### config.mk
export PLATFORM = sky130hd
export DESIGN_NAME = uart_cmd_responder
export DESIGN_NICKNAME = d
export VERILOG_FILES = /design/src/rtl/uart_cmd_pkg.sv /design/src/rtl/uart_cmd_tx_seq.sv /design/src/rtl/uart_cmd_responder.sv
export SDC_FILE = /design/constraint.sdc
export NUM_CORES = 1
export LEC_CHECK = 0
export BUFFER_PORTS_ARGS = -buffer_cell sky130_fd_sc_hd__buf_4
export CORE_MARGIN = 4
export CORE_UTILIZATION = 40
export CTS_BUF_LIST = sky130_fd_sc_hd__clkbuf_8
export DETAILED_ROUTE_END_ITERATION = 10
export SYNTH_ARGS = -nofsm -noshare
export SYNTH_HDL_FRONTEND = slang
export SYNTH_SLANG_ARGS = --single-unit
### constraint.sdc
create_clock -name clk -period 5.9 [get_ports clk]
set_input_delay 0.885 -clock clk [delete_from_list [all_inputs] [get_ports clk]]
set_output_delay 0.885 -clock clk [all_outputs]
set_load 0.03 [all_outputs]
### src/rtl/uart_cmd_pkg.sv
// Shared constants and encodings for the UART command responder.
// MAX_REPLY_LEN grows by one when UART_CMD_ERRCNT_EN is defined.
package uart_cmd_pkg;

   localparam logic [7:0] OP_CAR  = 8'h43;
   localparam logic [7:0] OP_UP   = 8'h55;
   localparam logic [7:0] OP_DOWN = 8'h44;
   localparam logic [7:0] OP_STAT = 8'h53;
   localparam logic [7:0] ACK     = 8'h4B;
   localparam logic [7:0] ERR     = 8'h45;
   localparam logic [7:0] CR      = 8'h0D;
   localparam logic [7:0] CH_0    = 8'h30;
   localparam logic [7:0] DIR_I   = 8'h49;
   localparam logic [7:0] DIR_U   = 8'h55;
   localparam logic [7:0] DIR_D   = 8'h44;
   localparam logic [7:0] HEALTH_OK = 8'h4F;

`ifdef UART_CMD_ERRCNT_EN
   localparam int MAX_REPLY_LEN = 5;
`else
   localparam int MAX_REPLY_LEN = 4;
`endif
   localparam int LEN_W = 3;

   typedef enum logic [1:0] {
      CMD_CAR  = 2'b00,
      CMD_UP   = 2'b01,
      CMD_DOWN = 2'b10
   } cmd_type_e;

   typedef enum logic [2:0] {
      ST_IDLE,
      ST_GET_ARG,
      ST_GET_TERM,
      ST_EXEC,
      ST_REPLY
   } state_e;

   typedef enum logic [1:0] {
      TS_IDLE,
      TS_BYTE,
      TS_WAIT
   } tx_state_e;

   typedef enum logic [1:0] {
      RK_ACK,
      RK_STAT,
      RK_ERR
   } reply_e;

   // 2'b11 is not a legal direction; report it as idle
   function automatic logic [7:0] dir_char(input logic [1:0] dir);
      case (dir)
         2'b01:   return DIR_U;
         2'b10:   return DIR_D;
         default: return DIR_I;
      endcase
   endfunction

endpackage

### src/rtl/uart_cmd_tx_seq.sv
// Reply buffer and byte sequencer for the UART sender en/ready handshake.
//   state   | meaning
//   TS_IDLE | no reply pending, accepts a load
//   TS_BYTE | waiting for sender ready, then pulses tx_en
//   TS_WAIT | waiting for ready to drop before moving on
module uart_cmd_tx_seq
   import uart_cmd_pkg::*;
(
   input  logic                          clk,
   input  logic                          reset,
   input  logic                          i_load,
   input  logic [MAX_REPLY_LEN-1:0][7:0] i_bytes,
   input  logic [LEN_W-1:0]              i_len,
   input  logic                          i_tx_ready,
   output logic [7:0]                    o_tx_data,
   output logic                          o_tx_en,
   output logic                          o_busy
);
   localparam int IDX_W = $clog2(MAX_REPLY_LEN);

   tx_state_e                     r_state, w_next;
   logic [MAX_REPLY_LEN-1:0][7:0] r_buf;
   logic [LEN_W-1:0]              r_len;
   logic [IDX_W-1:0]              r_idx;
   logic                          r_tx_en;
   logic [7:0]                    r_tx_data;
   logic                          w_fire, w_adv, w_last;

   assign w_last = (LEN_W'(r_idx) == r_len - LEN_W'(1));

   always_comb begin
      w_next = r_state;
      w_fire = 1'b0;
      w_adv  = 1'b0;
      case (r_state)
         TS_IDLE: if (i_load) w_next = TS_BYTE;
         TS_BYTE: if (i_tx_ready) begin
            w_fire = 1'b1;
            w_next = TS_WAIT;
         end
         // ready still high on the tx_en cycle must not count as a new grant
         TS_WAIT: if (!i_tx_ready) begin
            w_adv  = 1'b1;
            w_next = w_last ? TS_IDLE : TS_BYTE;
         end
         default: w_next = TS_IDLE;
      endcase
   end

   always_ff @(posedge clk or posedge reset) begin
      if (reset) begin
         r_state   <= TS_IDLE;
         r_buf     <= '0;
         r_len     <= '0;
         r_idx     <= '0;
         r_tx_en   <= 1'b0;
         r_tx_data <= 8'hFF;
      end else begin
         r_state <= w_next;
         r_tx_en <= w_fire;
         if (w_fire) r_tx_data <= r_buf[r_idx];
         if (w_adv)  r_idx <= r_idx + IDX_W'(1);
         if (r_state == TS_IDLE && i_load) begin
            r_buf <= i_bytes;
            r_len <= i_len;
            r_idx <= '0;
         end
      end
   end

   assign o_tx_en   = r_tx_en;
   assign o_tx_data = r_tx_data;
   assign o_busy    = (r_state != TS_IDLE);

endmodule

### src/rtl/uart_cmd_responder.sv
// UART command endpoint: parses OP,ARG,CR frames, strobes floor calls, answers every frame.
// UART_CMD_ERRCNT_EN adds the err_count port and a health byte in the status reply.
//   state       | meaning
//   ST_IDLE     | waiting for opcode byte
//   ST_GET_ARG  | waiting for argument byte, inter-byte timeout armed
//   ST_GET_TERM | waiting for terminator, inter-byte timeout armed
//   ST_EXEC     | reply loaded into sequencer, command strobe out
//   ST_REPLY    | reply draining, received bytes dropped
module uart_cmd_responder
   import uart_cmd_pkg::*;
#(
   parameter int CLKFRQ        = 100000000,
   parameter int BAUDRATE      = 9600,
   parameter int TIMEOUT_BYTES = 4
) (
   input  logic       clk,
   input  logic       reset,
   input  logic [7:0] rx_data,
   input  logic       rx_valid,
   input  logic       tx_ready,
   output logic [7:0] tx_data,
   output logic       tx_en,
   input  logic [2:0] cur_floor,
   input  logic [1:0] cur_dir,
   output logic       cmd_valid,
   output logic [1:0] cmd_type,
`ifdef UART_CMD_ERRCNT_EN
   output logic [7:0] err_count,
`endif
   output logic [2:0] cmd_floor
);
   localparam logic [23:0] TMO_LIMIT = 24'((CLKFRQ / BAUDRATE) * 10 * TIMEOUT_BYTES);

   state_e                        r_state, w_next;
   logic [7:0]                    r_op, r_arg;
   logic [23:0]                   r_tmo_cnt;
   reply_e                        r_kind;
   logic                          r_cmd_valid;
   logic [1:0]                    r_cmd_type;
   logic [2:0]                    r_cmd_floor;
   logic                          w_in_frame, w_timeout, w_frame_ok, w_busy, w_load;
   cmd_type_e                     w_cmd_type;
   logic [MAX_REPLY_LEN-1:0][7:0] w_bytes;
   logic [LEN_W-1:0]              w_len;

   assign w_in_frame = (r_state == ST_GET_ARG) || (r_state == ST_GET_TERM);
   assign w_timeout  = w_in_frame && (r_tmo_cnt >= TMO_LIMIT);
   assign w_load     = (r_state == ST_EXEC);

   // frame check, evaluated against the byte arriving in ST_GET_TERM
   always_comb begin
      w_frame_ok = 1'b0;
      w_cmd_type = CMD_CAR;
      case (r_op)
         OP_CAR:  w_frame_ok = (r_arg >= 8'h31) && (r_arg <= 8'h37);
         OP_UP: begin
            w_frame_ok = (r_arg >= 8'h31) && (r_arg <= 8'h36);
            w_cmd_type = CMD_UP;
         end
         OP_DOWN: begin
            w_frame_ok = (r_arg >= 8'h32) && (r_arg <= 8'h37);
            w_cmd_type = CMD_DOWN;
         end
         OP_STAT: w_frame_ok = 1'b1;
         default: w_frame_ok = 1'b0;
      endcase
      w_frame_ok = w_frame_ok && (rx_data == CR);
   end

   always_comb begin
      w_next = r_state;
      case (r_state)
         ST_IDLE:     if (rx_valid) w_next = ST_GET_ARG;
         ST_GET_ARG:  if (w_timeout) w_next = ST_EXEC;
                      else if (rx_valid) w_next = ST_GET_TERM;
         ST_GET_TERM: if (w_timeout || rx_valid) w_next = ST_EXEC;
         ST_EXEC:     w_next = ST_REPLY;
         ST_REPLY:    if (!w_busy) w_next = ST_IDLE;
         default:     w_next = ST_IDLE;
      endcase
   end

   always_ff @(posedge clk or posedge reset) begin
      if (reset) begin
         r_state     <= ST_IDLE;
         r_op        <= '0;
         r_arg       <= '0;
         r_tmo_cnt   <= '0;
         r_kind      <= RK_ERR;
         r_cmd_valid <= 1'b0;
         r_cmd_type  <= '0;
         r_cmd_floor <= '0;
      end else begin
         r_state     <= w_next;
         r_cmd_valid <= 1'b0;
         if (rx_valid || !w_in_frame)
            r_tmo_cnt <= '0;
         else if (!w_timeout)
            r_tmo_cnt <= r_tmo_cnt + 24'd1;

         if (r_state == ST_IDLE && rx_valid) r_op <= rx_data;
         if (r_state == ST_GET_ARG && !w_timeout && rx_valid) r_arg <= rx_data;

         // a byte landing on the timeout cycle is discarded
         if (w_timeout) begin
            r_kind <= RK_ERR;
         end else if (r_state == ST_GET_TERM && rx_valid) begin
            if (!w_frame_ok)
               r_kind <= RK_ERR;
            else if (r_op == OP_STAT)
               r_kind <= RK_STAT;
            else begin
               r_kind      <= RK_ACK;
               r_cmd_valid <= 1'b1;
               r_cmd_type  <= w_cmd_type;
               r_cmd_floor <= r_arg[2:0];
            end
         end
      end
   end

`ifdef UART_CMD_ERRCNT_EN
   logic [7:0] r_err_cnt;

   always_ff @(posedge clk or posedge reset) begin
      if (reset)
         r_err_cnt <= '0;
      else if (w_load && r_kind == RK_ERR && r_err_cnt != 8'hFF)
         r_err_cnt <= r_err_cnt + 8'd1;
   end

   assign err_count = r_err_cnt;
`endif

   // cur_floor/cur_dir are sampled here, in the load cycle
   always_comb begin
      w_bytes = '0;
      w_len   = 3'd2;
      case (r_kind)
         RK_ACK: begin
            w_bytes[0] = ACK;
            w_bytes[1] = CR;
         end
         RK_STAT: begin
            w_bytes[0] = OP_STAT;
            w_bytes[1] = CH_0 + {5'd0, cur_floor};
            w_bytes[2] = dir_char(cur_dir);
`ifdef UART_CMD_ERRCNT_EN
            w_bytes[3] = (r_err_cnt != 8'd0) ? ERR : HEALTH_OK;
            w_bytes[4] = CR;
            w_len      = 3'd5;
`else
            w_bytes[3] = CR;
            w_len      = 3'd4;
`endif
         end
         default: begin
            w_bytes[0] = ERR;
            w_bytes[1] = CR;
         end
      endcase
   end

   uart_cmd_tx_seq u_tx_seq (
      .clk        (clk),
      .reset      (reset),
      .i_load     (w_load),
      .i_bytes    (w_bytes),
      .i_len      (w_len),
      .i_tx_ready (tx_ready),
      .o_tx_data  (tx_data),
      .o_tx_en    (tx_en),
      .o_busy     (w_busy)
   );

   assign cmd_valid = r_cmd_valid;
   assign cmd_type  = r_cmd_type;
   assign cmd_floor = r_cmd_floor;

endmodule

Word-level counts from Yosys, hierarchy flattened:

Index checks and enable logic that the tools add are counted.

* register bits after elaboration: 99
* bits of input ports: 17
* output and inout bits: 15
* logic and storage cells: 111

* $add $sub $neg: 4
* $lt $le $gt $ge: 6
* equal/unequal tests: 23
* multiplexer cells: 35
* bitwise gates (word level): 2
* reduce and logical (&&, ||, !) cells: 24

Operator list (count)
* 24-bit 2-to-1 mux: 2
* 8-bit by 7-bit == test with 1-bit output (second input constant): 4
* 15-bit case mux with 2 select lines: 1
* 24-bit by 1-bit adder with 24-bit output (second input constant): 1
* 24-bit by 19-bit >= comparator with 1-bit output (second input constant): 1
* 3-bit 2-to-1 mux: 6
* 8-bit binary-select mux with 2-bit select: 1
* 8-bit by 6-bit >= comparator with 1-bit output (second input constant): 2
* 8-bit by 6-bit less-or-equal comparator with 1-bit output (second input constant): 2
* 2-bit 2-to-1 mux: 8
* 3-bit case mux with 5 select lines: 1
* 12-bit 2-to-1 mux: 1
* 1-bit logical AND: 10
* 1-bit 2-to-1 mux: 10
* 5-bit case mux with 2 select lines: 1
* 8-bit by 4-bit == test with 1-bit output (second input constant): 1
* 8-bit 2-to-1 mux: 1
* 2-bit != test (second input constant): 4
* 4-bit AND reduction: 2
* 6-bit by 3-bit adder with 7-bit output (first input constant): 1
* 2-bit by 1-bit == test with 1-bit output (second input constant): 3
* 3-bit by 2-bit == test with 1-bit output (second input constant): 2
* 2-bit by 1-bit != test with 1-bit output (second input constant): 3
* 2-bit case mux with 3 select lines: 1
* other kinds (17): 25

Depth between registers and ports, before layout:

Gate-level depths: netlist (run 1).

* depth after elaboration: 7
* gate-level depth with buffers: 7
* mapped depth without buffers: 6

By module:

From an unflattened synthesis (run 1), not the netlist that was laid out.

* cell total of the unflattened synthesis: 390
* area, all modules: 4963.5 µm²

By module, submodules not included
* uart_cmd_responder: instances 1, cells an instance 260, area an instance 2693.8 µm², sequential area each 1277.5 µm²
* uart_cmd_tx_seq: instances 1, cells an instance 130, area an instance 2269.7 µm², sequential area each 1211.2 µm²

Worst setup path before layout (run 1):

OpenSTA, ideal clock, no wires.

* path type: input to register
* start: input port rx_data[1]
* end: register r_cmd_floor[0], in the netlist cmd_floor[0]
* setup time: 0.125 ns
* arrival time: 2.600 ns
* required time: 5.775 ns
* slack: 3.175 ns
* stages on the path: 6
* path buffers: 1
* cell sequence: or4b_1 -> nor3_1 -> nand4_1 -> or4_4 -> buf_6 -> mux2_4

* word-level cells in the longest chain between the ends: 3

RTL lines
* start, declared: RTL line uart_cmd_responder.sv:18 `input logic [7:0] rx_data,`
* 8-bit by 4-bit == test with 1-bit output: RTL line uart_cmd_responder.sv:67 `w_frame_ok = w_frame_ok && (rx_data == CR);`
* 1-bit logical AND: RTL line uart_cmd_responder.sv:67
* 4-bit AND reduction (no source line)
* end signal, assigned: RTL line uart_cmd_responder.sv:116 `r_cmd_floor <= r_arg[2:0];`
* end, declared: RTL line uart_cmd_responder.sv:40 `logic [2:0] r_cmd_floor;`

No other way between the ends.
A chain may end at the register's enable or synchronous reset.

Worst setup path after layout (run 1):

Ends and elaborated chain as after synthesis.

==> metrics.txt, run 1 <==
# TYPE chip_impl_metric gauge
chip_impl_info{name="outcome",value="finished, final reports clean"} 1
chip_impl_info{name="startpoint_type",value="input port"} 1
chip_impl_metric{name="detail_route.wirelength",unit="mm"} 7.37
chip_impl_info{name="cts_tree",value="done"} 1
chip_impl_metric{name="syn-mean-instance-area",unit="um2"} 10.6
chip_impl_metric{name="maxCapViolCount",unit=""} 0
chip_impl_metric{name="drt-pass1-iter-count",unit=""} 4
chip_impl_metric{name="power.switching_fraction",unit="%"} 35.1
chip_impl_metric{name="antenna_violating_nets_left",unit=""} 0
chip_impl_metric{name="post-place-ws",unit="ps"} 2980
chip_impl_metric{name="grt_max_degree",unit=""} 79
chip_impl_metric{name="cell_int_power",unit="mW"} 1.06
chip_impl_metric{name="cts_sinks",unit=""} 78
chip_impl_metric{name="finalSetupTns",unit="ps"} 0
chip_impl_metric{name="total_switching_power",unit="uW"} 570
chip_impl_metric{name="ioPinCount",unit=""} 32
chip_impl_metric{name="worst_skew_pair.late_latency",unit="ps"} 360
chip_impl_metric{name="area_growth_syn_to_layout",unit="%"} 13.6
chip_impl_metric{name="critical_path_required",unit="ps"} 6150
chip_impl_metric{name="report.final.setup_viol",unit=""} 0
chip_impl_metric{name="finish.net_count",unit=""} 406
chip_impl_metric{name="post-cts-setup-buffer-count",unit=""} 0
chip_impl_metric{name="async_reset_ff_share",unit="%"} 100
chip_impl_metric{name="hold-worst-slack",unit="ps"} 473
chip_impl_metric{name="initial_standard_cell_utilization_of_the_core",unit="%"} 41.0
chip_impl_metric{name="finalMaxSlewViolations",unit=""} 0
chip_impl_metric{name="worst_slew_margin_rel",unit="%"} 32.9
chip_impl_metric{name="routed_via_count",unit=""} 2664
chip_impl_metric{name="layout_min_cycle_time",unit="ps"} 2550
chip_impl_metric{name="cpPeakStageDelay",unit="ps"} 620
chip_impl_metric{name="dpl.hpwl",unit="mm"} 5.00
chip_impl_metric{name="critical_path.max_fanout",unit=""} 6
chip_impl_metric{name="path_clk_slew",unit="ps"} 90
chip_impl_metric{name="cts_htree_levels",unit=""} 3
chip_impl_info{name="timing.critical_path.max_delay_family",value="simple AND/OR/NAND/NOR gates"} 1
chip_impl_metric{name="first_pass_grt_wire_length",unit="mm"} 12.8
chip_impl_metric{name="grt.total_usage",unit="%"} 14.3
chip_impl_metric{name="post_route_cells_drive_above_1_share",unit="%"} 25.1
chip_impl_metric{name="initial_antenna_violation_count",unit=""} 0
chip_impl_metric{name="timing.final.crit_share",unit="%"} 43.3
chip_impl_metric{name="core",unit="um2"} 9240
chip_impl_info{name="timing.rr.start",value="r_tmo_cnt[15]"} 1
chip_impl_info{name="cp_slowest_cell",value="sky130_fd_sc_hd__or4_4"} 1
chip_impl_metric{name="post_detailed_route_via_to_cell_ratio",unit=""} 5.13
chip_impl_metric{name="ys_seq_area_share",unit="%"} 51.9
chip_impl_metric{name="netlist_instances",unit=""} 358
chip_impl_metric{name="static_power_due_to_leakage",unit="nW"} 1.87
chip_impl_metric{name="syn-num-nets",unit=""} 379
chip_impl_metric{name="routedWlPerCell",unit="um"} 14.2
chip_impl_metric{name="dr_drc_count",unit=""} 0
chip_impl_metric{name="worst_pin_slew",unit="ps"} 999
chip_impl_metric{name="report.power.total",unit="mW"} 1.63
chip_impl_metric{name="die-width",unit="um"} 105
chip_impl_metric{name="synth_enable_flop_cells",unit=""} 0
chip_impl_metric{name="grt_pass1_vias",unit=""} 2641
chip_impl_metric{name="i_o_buffers",unit=""} 31
chip_impl_info{name="dominantRegCellSynth",value="sky130_fd_sc_hd__dfrtp_1"} 1
chip_impl_info{name="root_buffer",value="sky130_fd_sc_hd__clkbuf_8"} 1
chip_impl_metric{name="power.density",unit="nW/um2"} 378
chip_impl_info{name="path_cells",value="buf_4 -> or4b_1 -> nor3_1 -> nand4_1 -> or4_4 -> mux2_4"} 1
chip_impl_metric{name="drt_iter0_markers",unit=""} 129
chip_impl_metric{name="arrival",unit="ps"} 2800
chip_impl_metric{name="synthDistinctLibCells",unit=""} 57
chip_impl_info{name="rsz_0062_raised_after_global_routing",value="no"} 1
chip_impl_metric{name="gpl.final_weighted_congestion",unit=""} 0.782
chip_impl_metric{name="setup_slack",unit="ps"} 3350
chip_impl_metric{name="clkPwrFrac",unit="%"} 22.9
chip_impl_metric{name="synth_seq_cells",unit=""} 78
chip_impl_metric{name="die_y",unit="um"} 105
chip_impl_metric{name="cts_buffer_depth",unit=""} 2
chip_impl_metric{name="seq_power_share",unit="%"} 49.6
chip_impl_metric{name="max-vdd-ir-drop",unit="uV"} 190
chip_impl_metric{name="numCtsBuffers",unit=""} 9
chip_impl_info{name="worst-setup-path-type",value="input port to flip-flop"} 1
chip_impl_info{name="hold_start",value="u_tx_seq.r_buf[9]"} 1
chip_impl_metric{name="cts.repair.resized",unit=""} 0
chip_impl_metric{name="yosysWarnings",unit=""} 0
chip_impl_info{name="hold_class",value="flip-flop to flip-flop"} 1
chip_impl_metric{name="fmax",unit="GHz"} 0.392
chip_impl_metric{name="overflow",unit=""} 0
chip_impl_metric{name="comb_power_share",unit="%"} 27.5
chip_impl_metric{name="final_design_area_no_fill",unit="um2"} 4300
chip_impl_metric{name="critPathBufInv",unit=""} 1
chip_impl_info{name="critPathCaptureType",value="flip-flop"} 1
chip_impl_metric{name="hold_violations",unit=""} 0
chip_impl_metric{name="hold_buffers",unit=""} 0
chip_impl_metric{name="floorplan.rows",unit=""} 35
chip_impl_metric{name="placed_cell_area",unit="um2"} 4120
chip_impl_metric{name="antenna_diode_count",unit=""} 0
chip_impl_metric{name="synthesis.area",unit="um2"} 3780
chip_impl_info{name="worstSetupStartpoint",value="rx_data[1]"} 1
chip_impl_metric{name="die-area",unit="um2"} 11100
chip_impl_metric{name="finClkSkew",unit="ps"} 9.80
==> Yosys cell counts, drive strengths merged, types with 2 or more instances <==
master   n  area (um2)
dfrtp   69        1730
nand2   44         165
nor2    26        97.6
mux2    22         267
clkbuf  15        56.3
inv     13        48.8
o21ai   13        65.1
a21oi   11        55.1
nor3    11        65.1
o31ai   10        75.1
dfstp    9         236
nand3    9        45.0
and2     8        50.1
xnor2    8        70.1
nand2b   7        43.8
nand4    6        37.5
o21a     6        45.0
or4      6        48.8
nor4     5        46.3
or3      5        31.3
a31oi    4        25.0
ha       4        50.1
nor3b    4        30.0
or2      4        25.0
and3     3        18.8
buf      3        27.5
mux2i    3        30.0
mux4     3        67.6
nand3b   3        22.5
a211oi   2        20.0
a22oi    2        15.0
a31o     2        17.5
nor2b    2        12.5
o211ai   2        20.0
or4b     2        23.8
==> registers in the layout (all words and copies together) (netlist names) <==
register            cells
r_tmo_cnt              24
u_tx_seq.r_buf         13
r_arg                   8
r_op                    8
u_tx_seq.o_tx_data      8
cmd_floor               3
r_state                 3
cmd_type                2
r_kind                  2
u_tx_seq.r_idx          2
u_tx_seq.r_state        2
cmd_valid               1
u_tx_seq.o_tx_en        1
u_tx_seq.r_len          1
==> through the flow <==
step | util [%] | instances
finish | 46.5 | 519
global placement | 44.6 | 503
global route | 46.5 | 519
detailed placement | 44.6 | 503
floorplan | - | 358
CTS | 46.5 | 519
==> path summary, 6_finish.rpt <==
| check | depth (start not counted) | endpoint | slack [ps] |
|---|---|---|---|
| worst max-delay path | 6 | cmd_floor[0] | 3350 |
| min in group asynchronous | 3 | u_tx_seq.r_buf[16] | 840 |
| worst max register to register | 5 | cmd_floor[0] | 3420 |
| worst min register to register | 2 | u_tx_seq.r_buf[9] | 470 |
| max in group asynchronous | 3 | r_tmo_cnt[19] | 4450 |
| worst min-delay path | 2 | u_tx_seq.r_buf[9] | 470 |
==> tightest hold or removal path, cell delays in order (launching register included) <==
cell	delay [ps]
sky130_fd_sc_hd__dfrtp_1	350
sky130_fd_sc_hd__nand2_1	50
sky130_fd_sc_hd__nand2_1	50
==> cells in the final DEF (no fill, tap or decap), types with 4 or more instances in the layout <==
| master | n |
|---|---|
| sky130_fd_sc_hd__o21ai_0 | 12 |
| sky130_fd_sc_hd__nand3_1 | 9 |
| sky130_fd_sc_hd__or4_1 | 5 |
| sky130_fd_sc_hd__and2_1 | 8 |
| sky130_fd_sc_hd__clkbuf_8 | 9 |
| sky130_fd_sc_hd__o31ai_1 | 10 |
| sky130_fd_sc_hd__dfrtp_1 | 69 |
| sky130_fd_sc_hd__or3_1 | 5 |
| sky130_fd_sc_hd__nand2_1 | 44 |
| sky130_fd_sc_hd__inv_1 | 12 |
| sky130_fd_sc_hd__mux2_2 | 17 |
| sky130_fd_sc_hd__a21oi_1 | 11 |
| sky130_fd_sc_hd__dfstp_2 | 9 |
| sky130_fd_sc_hd__o21a_1 | 6 |
| sky130_fd_sc_hd__nand4_1 | 6 |
| sky130_fd_sc_hd__buf_4 | 34 |
| sky130_fd_sc_hd__xnor2_1 | 8 |
| sky130_fd_sc_hd__nand2b_1 | 7 |
| sky130_fd_sc_hd__nor3_1 | 9 |
| sky130_fd_sc_hd__a31oi_1 | 4 |
| sky130_fd_sc_hd__nor4_1 | 4 |
| sky130_fd_sc_hd__ha_1 | 4 |
| sky130_fd_sc_hd__nor3b_1 | 4 |
| sky130_fd_sc_hd__nor2_1 | 26 |
| sky130_fd_sc_hd__mux2_4 | 5 |
==> cell families after synthesis <==
family | synth area share (%)
AND/OR/NAND/NOR | 20.9
flip-flops | 51.9
AO/OA/AOI/OAI | 10.7
buffers and inverters | 3.50
multiplexers | 9.62
XOR/XNOR | 2.08
adder cells (fa/ha/maj) | 1.32
==> power groups by stage <==
stage | logic (mW) | clock network (mW) | registers (mW)
6_report | 0.447 | 0.372 | 0.808
5_1_grt | 0.501 | 0.409 | 0.832
4_1_cts | 0.455 | 0.384 | 0.809
3_5_place_dp | 0.453 | 0 | 0.819
3_3_place_gp | 0.447 | 0 | 0.816
2_1_floorplan | 0.357 | 0 | 0.790
==> layout make-up <==
class / count / area, um2
Fill cell: 889 / 4940
Sequential cell: 78 / 1960
Multi-Input combinational cell: 249 / 1690
Timing Repair Buffer: 34 / 255
Tap cell: 129 / 161
Clock buffer: 9 / 124
Clock inverter: 7 / 56.3
Inverter: 13 / 48.8
==> layer usage <==
metal / wire length (um) / track usage (%) / up-vias
li1: - / - / 1319
met1: 3650 / 19.3 / 1303
met2: 3380 / 22.4 / 33
met3: 239 / 4.35 / 9
met4: 104 / 3.66 / 0
met5: 0 / 0 / -
Note: power is estimated with default switching activity, not from simulation.
==> run 2: changes to the inputs <==
==> constraint.sdc (replaced) <==
create_clock -name clk -period 2.3 [get_ports clk]
set_input_delay 0.345 -clock clk [delete_from_list [all_inputs] [get_ports clk]]
set_output_delay 0.345 -clock clk [all_outputs]
set_load 0.03 [all_outputs]
==> metrics.txt, run 2 (synthesis gave the netlist of run 1 again) <==
# TYPE chip_impl_metric gauge
chip_impl_metric{name="routedWlPerCell",unit="um"} 14.1
chip_impl_info{name="startpoint_type",value="flip-flop"} 1
chip_impl_info{name="hold_class",value="input port to async pin"} 1
chip_impl_metric{name="finClkSkew",unit="ps"} 9.95
chip_impl_metric{name="die-width",unit="um"} 105
chip_impl_info{name="rsz_0062_raised_after_global_routing",value="no"} 1
chip_impl_metric{name="timing.reg2reg.setup_slack",unit="ps"} 60
chip_impl_metric{name="routed_via_count",unit=""} 2755
chip_impl_metric{name="post-place-ws",unit="ps"} -57.6
chip_impl_metric{name="dp_cells",unit=""} 520
chip_impl_metric{name="timing.final.crit_share",unit="%"} 97.3
chip_impl_metric{name="max-vdd-ir-drop",unit="uV"} 528
chip_impl_metric{name="numCtsBuffers",unit=""} 9
chip_impl_metric{name="post_route_cells_drive_above_1_share",unit="%"} 28.7
chip_impl_info{name="root_buffer",value="sky130_fd_sc_hd__clkbuf_8"} 1
chip_impl_metric{name="dr_drc_count",unit=""} 0
chip_impl_metric{name="overflow",unit=""} 0
chip_impl_metric{name="area_growth_syn_to_layout",unit="%"} 18.5
chip_impl_metric{name="initial_antenna_violation_count",unit=""} 0
chip_impl_metric{name="finalMaxSlewViolations",unit=""} 0
chip_impl_metric{name="ioPinCount",unit=""} 32
chip_impl_info{name="largest_registers",value="r_tmo_cnt (24), u_tx_seq.r_buf (13)"} 1
chip_impl_metric{name="setup_slack",unit="ps"} 62.9
chip_impl_metric{name="maxCapViolCount",unit=""} 0
chip_impl_info{name="worst-setup-path-type",value="flip-flop to flip-flop"} 1
chip_impl_metric{name="detail_route.wirelength",unit="mm"} 7.60
chip_impl_metric{name="grt_pass1_vias",unit=""} 2791
chip_impl_info{name="timing.rr.start",value="r_op[3]"} 1
chip_impl_metric{name="floorplan.rows",unit=""} 35
chip_impl_metric{name="report.final.setup_viol",unit=""} 0
chip_impl_info{name="outcome",value="finished, final reports clean"} 1
chip_impl_metric{name="worst_pin_slew",unit="ps"} 629
chip_impl_info{name="most_frequent_cells_in_the_layout",value="sky130_fd_sc_hd__dfrtp_1 (69), sky130_fd_sc_hd__buf_4 (50), sky130_fd_sc_hd__nand2_1 (44)"} 1
chip_impl_metric{name="die-area",unit="um2"} 11100
chip_impl_metric{name="post_detailed_route_via_to_cell_ratio",unit=""} 5.13
chip_impl_metric{name="largest_reg_flops",unit=""} 24
chip_impl_metric{name="initial_standard_cell_utilization_of_the_core",unit="%"} 41.0
chip_impl_metric{name="finish.net_count",unit=""} 424
chip_impl_metric{name="hold_violations",unit=""} 0
chip_impl_metric{name="r2r.worst_path.cells",unit=""} 5
chip_impl_metric{name="cts_sinks",unit=""} 78
chip_impl_metric{name="i_o_buffers",unit=""} 31
chip_impl_metric{name="core",unit="um2"} 9240
chip_impl_metric{name="worst_skew_pair.late_latency",unit="ps"} 350
chip_impl_metric{name="path_clk_slew",unit="ps"} 90
chip_impl_info{name="cts_tree",value="done"} 1
chip_impl_metric{name="drt_iter0_markers",unit=""} 111
chip_impl_metric{name="report.power.total",unit="mW"} 4.35
chip_impl_metric{name="antenna_diode_count",unit=""} 0
chip_impl_info{name="crit_reg_reg_endpoint",value="cmd_floor[2]"} 1
chip_impl_metric{name="layout_min_cycle_time",unit="ps"} 2240
chip_impl_info{name="final_common_cell",value="sky130_fd_sc_hd__dfrtp_1"} 1
chip_impl_metric{name="gpl.final_weighted_congestion",unit=""} 0.857
chip_impl_metric{name="drt-pass1-iter-count",unit=""} 4
chip_impl_metric{name="cts_buffer_depth",unit=""} 2
chip_impl_metric{name="critical_path_required",unit="ps"} 2540
chip_impl_metric{name="grt.total_usage",unit="%"} 14.8
chip_impl_metric{name="static_power_due_to_leakage",unit="nW"} 1.98
chip_impl_metric{name="critical_path.max_fanout",unit=""} 6
chip_impl_metric{name="cts_htree_levels",unit=""} 3
chip_impl_metric{name="die_y",unit="um"} 105
chip_impl_metric{name="antenna_violating_nets_left",unit=""} 0
chip_impl_metric{name="finalNonFillerCells",unit=""} 537
chip_impl_metric{name="fmax",unit="GHz"} 0.447
chip_impl_metric{name="arrival",unit="ps"} 2480
chip_impl_metric{name="first_pass_grt_wire_length",unit="mm"} 13.3
chip_impl_metric{name="dpl.hpwl",unit="mm"} 5.25
chip_impl_info{name="max_flop_register",value="r_tmo_cnt"} 1
chip_impl_metric{name="grt_max_degree",unit=""} 79
chip_impl_info{name="critPathCaptureType",value="flip-flop"} 1
chip_impl_metric{name="worst_slew_margin_rel",unit="%"} 57.8
chip_impl_metric{name="power.density",unit="nW/um2"} 970
-- run 2: worst max-delay path, stage by stage (launching register included) --
cell                      delay (ps)
sky130_fd_sc_hd__dfrtp_1         380
sky130_fd_sc_hd__or4b_4          560
sky130_fd_sc_hd__nor4_2          240
sky130_fd_sc_hd__a22oi_1         130
sky130_fd_sc_hd__or4_4           500
sky130_fd_sc_hd__mux2_4          320
-- run 2: report_power, final --
part,internal (mW),switching [mW]
combinational,0.609,0.648
clock,0.505,0.541
sequential,1.75,0.294
-- run 2: cell type report --
class,count,area [um2]
Fill cell,890,4750
Sequential cell,78,1960
Multi-Input combinational cell,249,1700
Timing Repair Buffer,52,415
Tap cell,129,161
Clock buffer,9,124
Clock inverter,7,73.8
Inverter,13,52.6
-- run 2: how the worst max path moves through the flow --
stage | end | slack (ps) | startpoint
after CTS | cmd_floor[2] | 30 | r_op[3]
after global routing | cmd_floor[2] | 6 | r_op[3]
final | cmd_floor[2] | 60 | r_op[3]
after floorplan | cmd_floor[0] | 40 | r_tmo_cnt[13]
after global placement | cmd_floor[1] | -20 | rx_data[1]
after detailed placement | cmd_floor[2] | -60 | rx_data[1]
-- run 2: per-layer routing --
metal  routed length [um]  share of wire [%]  vias up  global-route usage [%]
met2                 3360                 44       49                    22.5
met1                 3840                 51     1337                    20.8
li1                     -                  -     1358                       -
met5                    0                  0        -                       0
met4                  124                1.6        0                    6.00
met3                  269                3.5       11                    3.06
-- run 2: metrics by stage --
stage	utilization, %	TNS, ps	hold WS, ps	area (um2)
global placement	46.3	-93.6	445	4270
finish	48.5	0	100	4490
CTS	48.5	0	106	4480
global route	48.5	0	118	4490
floorplan	-	0	433	3790
detailed placement	46.3	-263	455	4270
-- run 2: timing repair --
action	CTS	global route
gates resized for setup	1	0
hold buffers	0	0
hold endpoints to repair	0	0
setup buffers	0	1
pin swaps	0	2
setup endpoints to repair	5	7
==> run 3: changes to the inputs <==
--- a/config.mk
+++ b/config.mk
@@ -10,6 +10,7 @@
 export CORE_UTILIZATION = 40
 export CTS_BUF_LIST = sky130_fd_sc_hd__clkbuf_8
 export DETAILED_ROUTE_END_ITERATION = 10
+export PLACE_DENSITY = 0.61
 export SYNTH_ARGS = -nofsm -noshare
 export SYNTH_HDL_FRONTEND = slang
 export SYNTH_SLANG_ARGS = --single-unit
==> metrics.txt, run 3 (synthesis gave the netlist of run 1 again) <==
# TYPE chip_impl_metric gauge
chip_impl_info{name="outcome",value="finished, final reports clean"} 1
chip_impl_info{name="timing.rr.start",value="r_op[3]"} 1
chip_impl_metric{name="antenna_diode_count",unit=""} 0
chip_impl_info{name="cts_tree",value="done"} 1
chip_impl_metric{name="numCtsBuffers",unit=""} 9
chip_impl_metric{name="ioPinCount",unit=""} 32
chip_impl_info{name="largest_registers",value="r_tmo_cnt (24), u_tx_seq.r_buf (13)"} 1
chip_impl_info{name="worst-setup-path-type",value="flip-flop to flip-flop"} 1
chip_impl_metric{name="timing.reg2reg.setup_slack",unit="ps"} 60
chip_impl_metric{name="layout_min_cycle_time",unit="ps"} 2240
chip_impl_metric{name="cell_depth_of_the_worst_min_delay_path",unit=""} 3
chip_impl_metric{name="floorplan.rows",unit=""} 35
chip_impl_metric{name="maxCapViolCount",unit=""} 0
chip_impl_info{name="most_frequent_cells_in_the_layout",value="sky130_fd_sc_hd__dfrtp_1 (69), sky130_fd_sc_hd__buf_4 (51), sky130_fd_sc_hd__nand2_1 (44)"} 1
chip_impl_metric{name="first_pass_grt_wire_length",unit="mm"} 12.7
chip_impl_metric{name="critPathBufInv",unit=""} 0
chip_impl_metric{name="dpl.hpwl",unit="mm"} 5.36
chip_impl_info{name="max_flop_register",value="r_tmo_cnt"} 1
chip_impl_info{name="min_delay_worst_endpoint",value="r_op[0]"} 1
chip_impl_info{name="cp_slowest_cell",value="sky130_fd_sc_hd__or4b_4"} 1
chip_impl_metric{name="max-vdd-ir-drop",unit="uV"} 465
chip_impl_info{name="root_buffer",value="sky130_fd_sc_hd__clkbuf_8"} 1
chip_impl_metric{name="detail_route.wirelength",unit="mm"} 7.45
chip_impl_metric{name="core",unit="um2"} 9240
chip_impl_metric{name="report.final.setup_viol",unit=""} 0
chip_impl_metric{name="die_y",unit="um"} 105
chip_impl_metric{name="post_detailed_route_via_to_cell_ratio",unit=""} 5.10
chip_impl_metric{name="fmax",unit="GHz"} 0.447
chip_impl_info{name="critPathCaptureType",value="flip-flop"} 1
chip_impl_metric{name="gpl.final_weighted_congestion",unit=""} 0.855
chip_impl_metric{name="worst_pin_slew",unit="ps"} 615
chip_impl_info{name="path_cells",value="or4b_4 -> nor4_2 -> a22oi_1 -> or4_4 -> mux2_4"} 1
chip_impl_info{name="rsz_0062_raised_after_global_routing",value="no"} 1
chip_impl_metric{name="arrival",unit="ps"} 2470
chip_impl_metric{name="i_o_buffers",unit=""} 31
chip_impl_metric{name="initial_antenna_violation_count",unit=""} 0
chip_impl_metric{name="hold_violations",unit=""} 0
chip_impl_metric{name="cts_htree_levels",unit=""} 3
chip_impl_metric{name="initial_standard_cell_utilization_of_the_core",unit="%"} 41.0
chip_impl_metric{name="path_clk_slew",unit="ps"} 80
chip_impl_metric{name="r2r.worst_path.cells",unit=""} 5
chip_impl_metric{name="dr_drc_count",unit=""} 0
chip_impl_metric{name="critical_path.max_fanout",unit=""} 6
chip_impl_metric{name="cpPeakStageDelay",unit="ps"} 570
chip_impl_info{name="hold_start",value="rx_data[0]"} 1
chip_impl_metric{name="worst_skew_pair.late_latency",unit="ps"} 340
chip_impl_metric{name="overflow",unit=""} 0
chip_impl_metric{name="finClkSkew",unit="ps"} 12.4
chip_impl_metric{name="die-area",unit="um2"} 11100
chip_impl_metric{name="antenna_violating_nets_left",unit=""} 0
chip_impl_info{name="crit_reg_reg_endpoint",value="cmd_floor[2]"} 1
chip_impl_metric{name="hold-worst-slack",unit="ps"} 230
chip_impl_metric{name="grt_max_degree",unit=""} 34
chip_impl_metric{name="critical_path_required",unit="ps"} 2530
chip_impl_metric{name="finalSetupTns",unit="ps"} 0
chip_impl_metric{name="post_route_cells_drive_above_1_share",unit="%"} 28.5
chip_impl_metric{name="die-width",unit="um"} 105
chip_impl_metric{name="drt-pass1-iter-count",unit=""} 4
chip_impl_metric{name="largest_reg_flops",unit=""} 24
chip_impl_metric{name="grt.total_usage",unit="%"} 14.0
chip_impl_metric{name="finish.net_count",unit=""} 426
chip_impl_metric{name="grt_pass1_vias",unit=""} 2670
chip_impl_info{name="hold_class",value="input port to flip-flop"} 1
chip_impl_metric{name="area_growth_syn_to_layout",unit="%"} 20.7
chip_impl_metric{name="power.density",unit="nW/um2"} 1010
chip_impl_metric{name="finalNonFillerCells",unit=""} 539
chip_impl_metric{name="post-cts-setup-buffer-count",unit=""} 0
chip_impl_metric{name="timing.final.crit_share",unit="%"} 97.2
chip_impl_metric{name="static_power_due_to_leakage",unit="nW"} 2.02
chip_impl_metric{name="finalMaxSlewViolations",unit=""} 0
chip_impl_info{name="timing.critical_path.max_delay_family",value="simple AND/OR/NAND/NOR gates"} 1
chip_impl_metric{name="final_util",unit="%"} 49.4
chip_impl_metric{name="dp_cells",unit=""} 522
chip_impl_metric{name="drt_iter0_markers",unit=""} 143
chip_impl_metric{name="routed_via_count",unit=""} 2747
chip_impl_metric{name="cts_sinks",unit=""} 78
chip_impl_info{name="startpoint_type",value="flip-flop"} 1
chip_impl_metric{name="cts_buffer_depth",unit=""} 2
chip_impl_metric{name="routedWlPerCell",unit="um"} 13.8
chip_impl_metric{name="worst_slew_margin_rel",unit="%"} 58.7
chip_impl_info{name="final_common_cell",value="sky130_fd_sc_hd__dfrtp_1"} 1
run 3: worst max-delay path by stage:
stage | startpoint | end | cells after the start
after floorplan | r_tmo_cnt[13] | cmd_floor[0] | 7
after global placement | rx_data[1] | cmd_floor[1] | 6
after detailed placement | rx_data[1] | cmd_floor[1] | 6
after CTS | r_op[3] | cmd_floor[1] | 5
after global routing | r_op[3] | cmd_floor[0] | 5
final | r_op[3] | cmd_floor[2] | 5
run 3: through the flow:
stage	setup WS, ps	total power, mW	cell area, um2
after floorplan	38.9	2.94	3790
after global placement	-5.71	3.30	4290
after detailed placement	-67.9	3.33	4290
after CTS	3.61	4.67	4560
after global routing	33.4	4.93	4570
final	64.9	4.61	4570
run 3: metal layers:
layer	vias to the layer above	GRT usage, %	routed length, um
met1	1327	19.6	3680
met5	-	0	0
met3	8	2.88	265
met4	0	5.44	67
met2	49	21.4	3430
li1	1363	-	-
run 3: final cells by class:
class / instances / area [um2]
Tap cell: 129 / 161
Sequential cell: 78 / 1960
Multi-Input combinational cell: 249 / 1700
Inverter: 13 / 52.6
Timing Repair Buffer: 54 / 433
Fill cell: 855 / 4670
Clock inverter: 7 / 138
Clock buffer: 9 / 124
run 3: report_power, final:
part / total [mW] / internal [mW] / leakage [nW] / switching (mW)
Combinational: 1.25 / 0.611 / 0.896 / 0.639
Clock: 1.32 / 0.829 / 0.135 / 0.492
Sequential: 2.04 / 1.75 / 0.991 / 0.287
run 3: tightest hold or removal path: stages:
cell and delay, ps:
sky130_fd_sc_hd__buf_4 90, sky130_fd_sc_hd__nand2_1 40, sky130_fd_sc_hd__o21ai_0 50
run 3: what timing repair did:
item | 4_1_cts | 5_1_grt
gates resized for setup | 0 | 1
endpoints found under the hold margin | 6 | 0
hold buffers | 1 | 0
endpoints found under the setup margin | 0 | 7
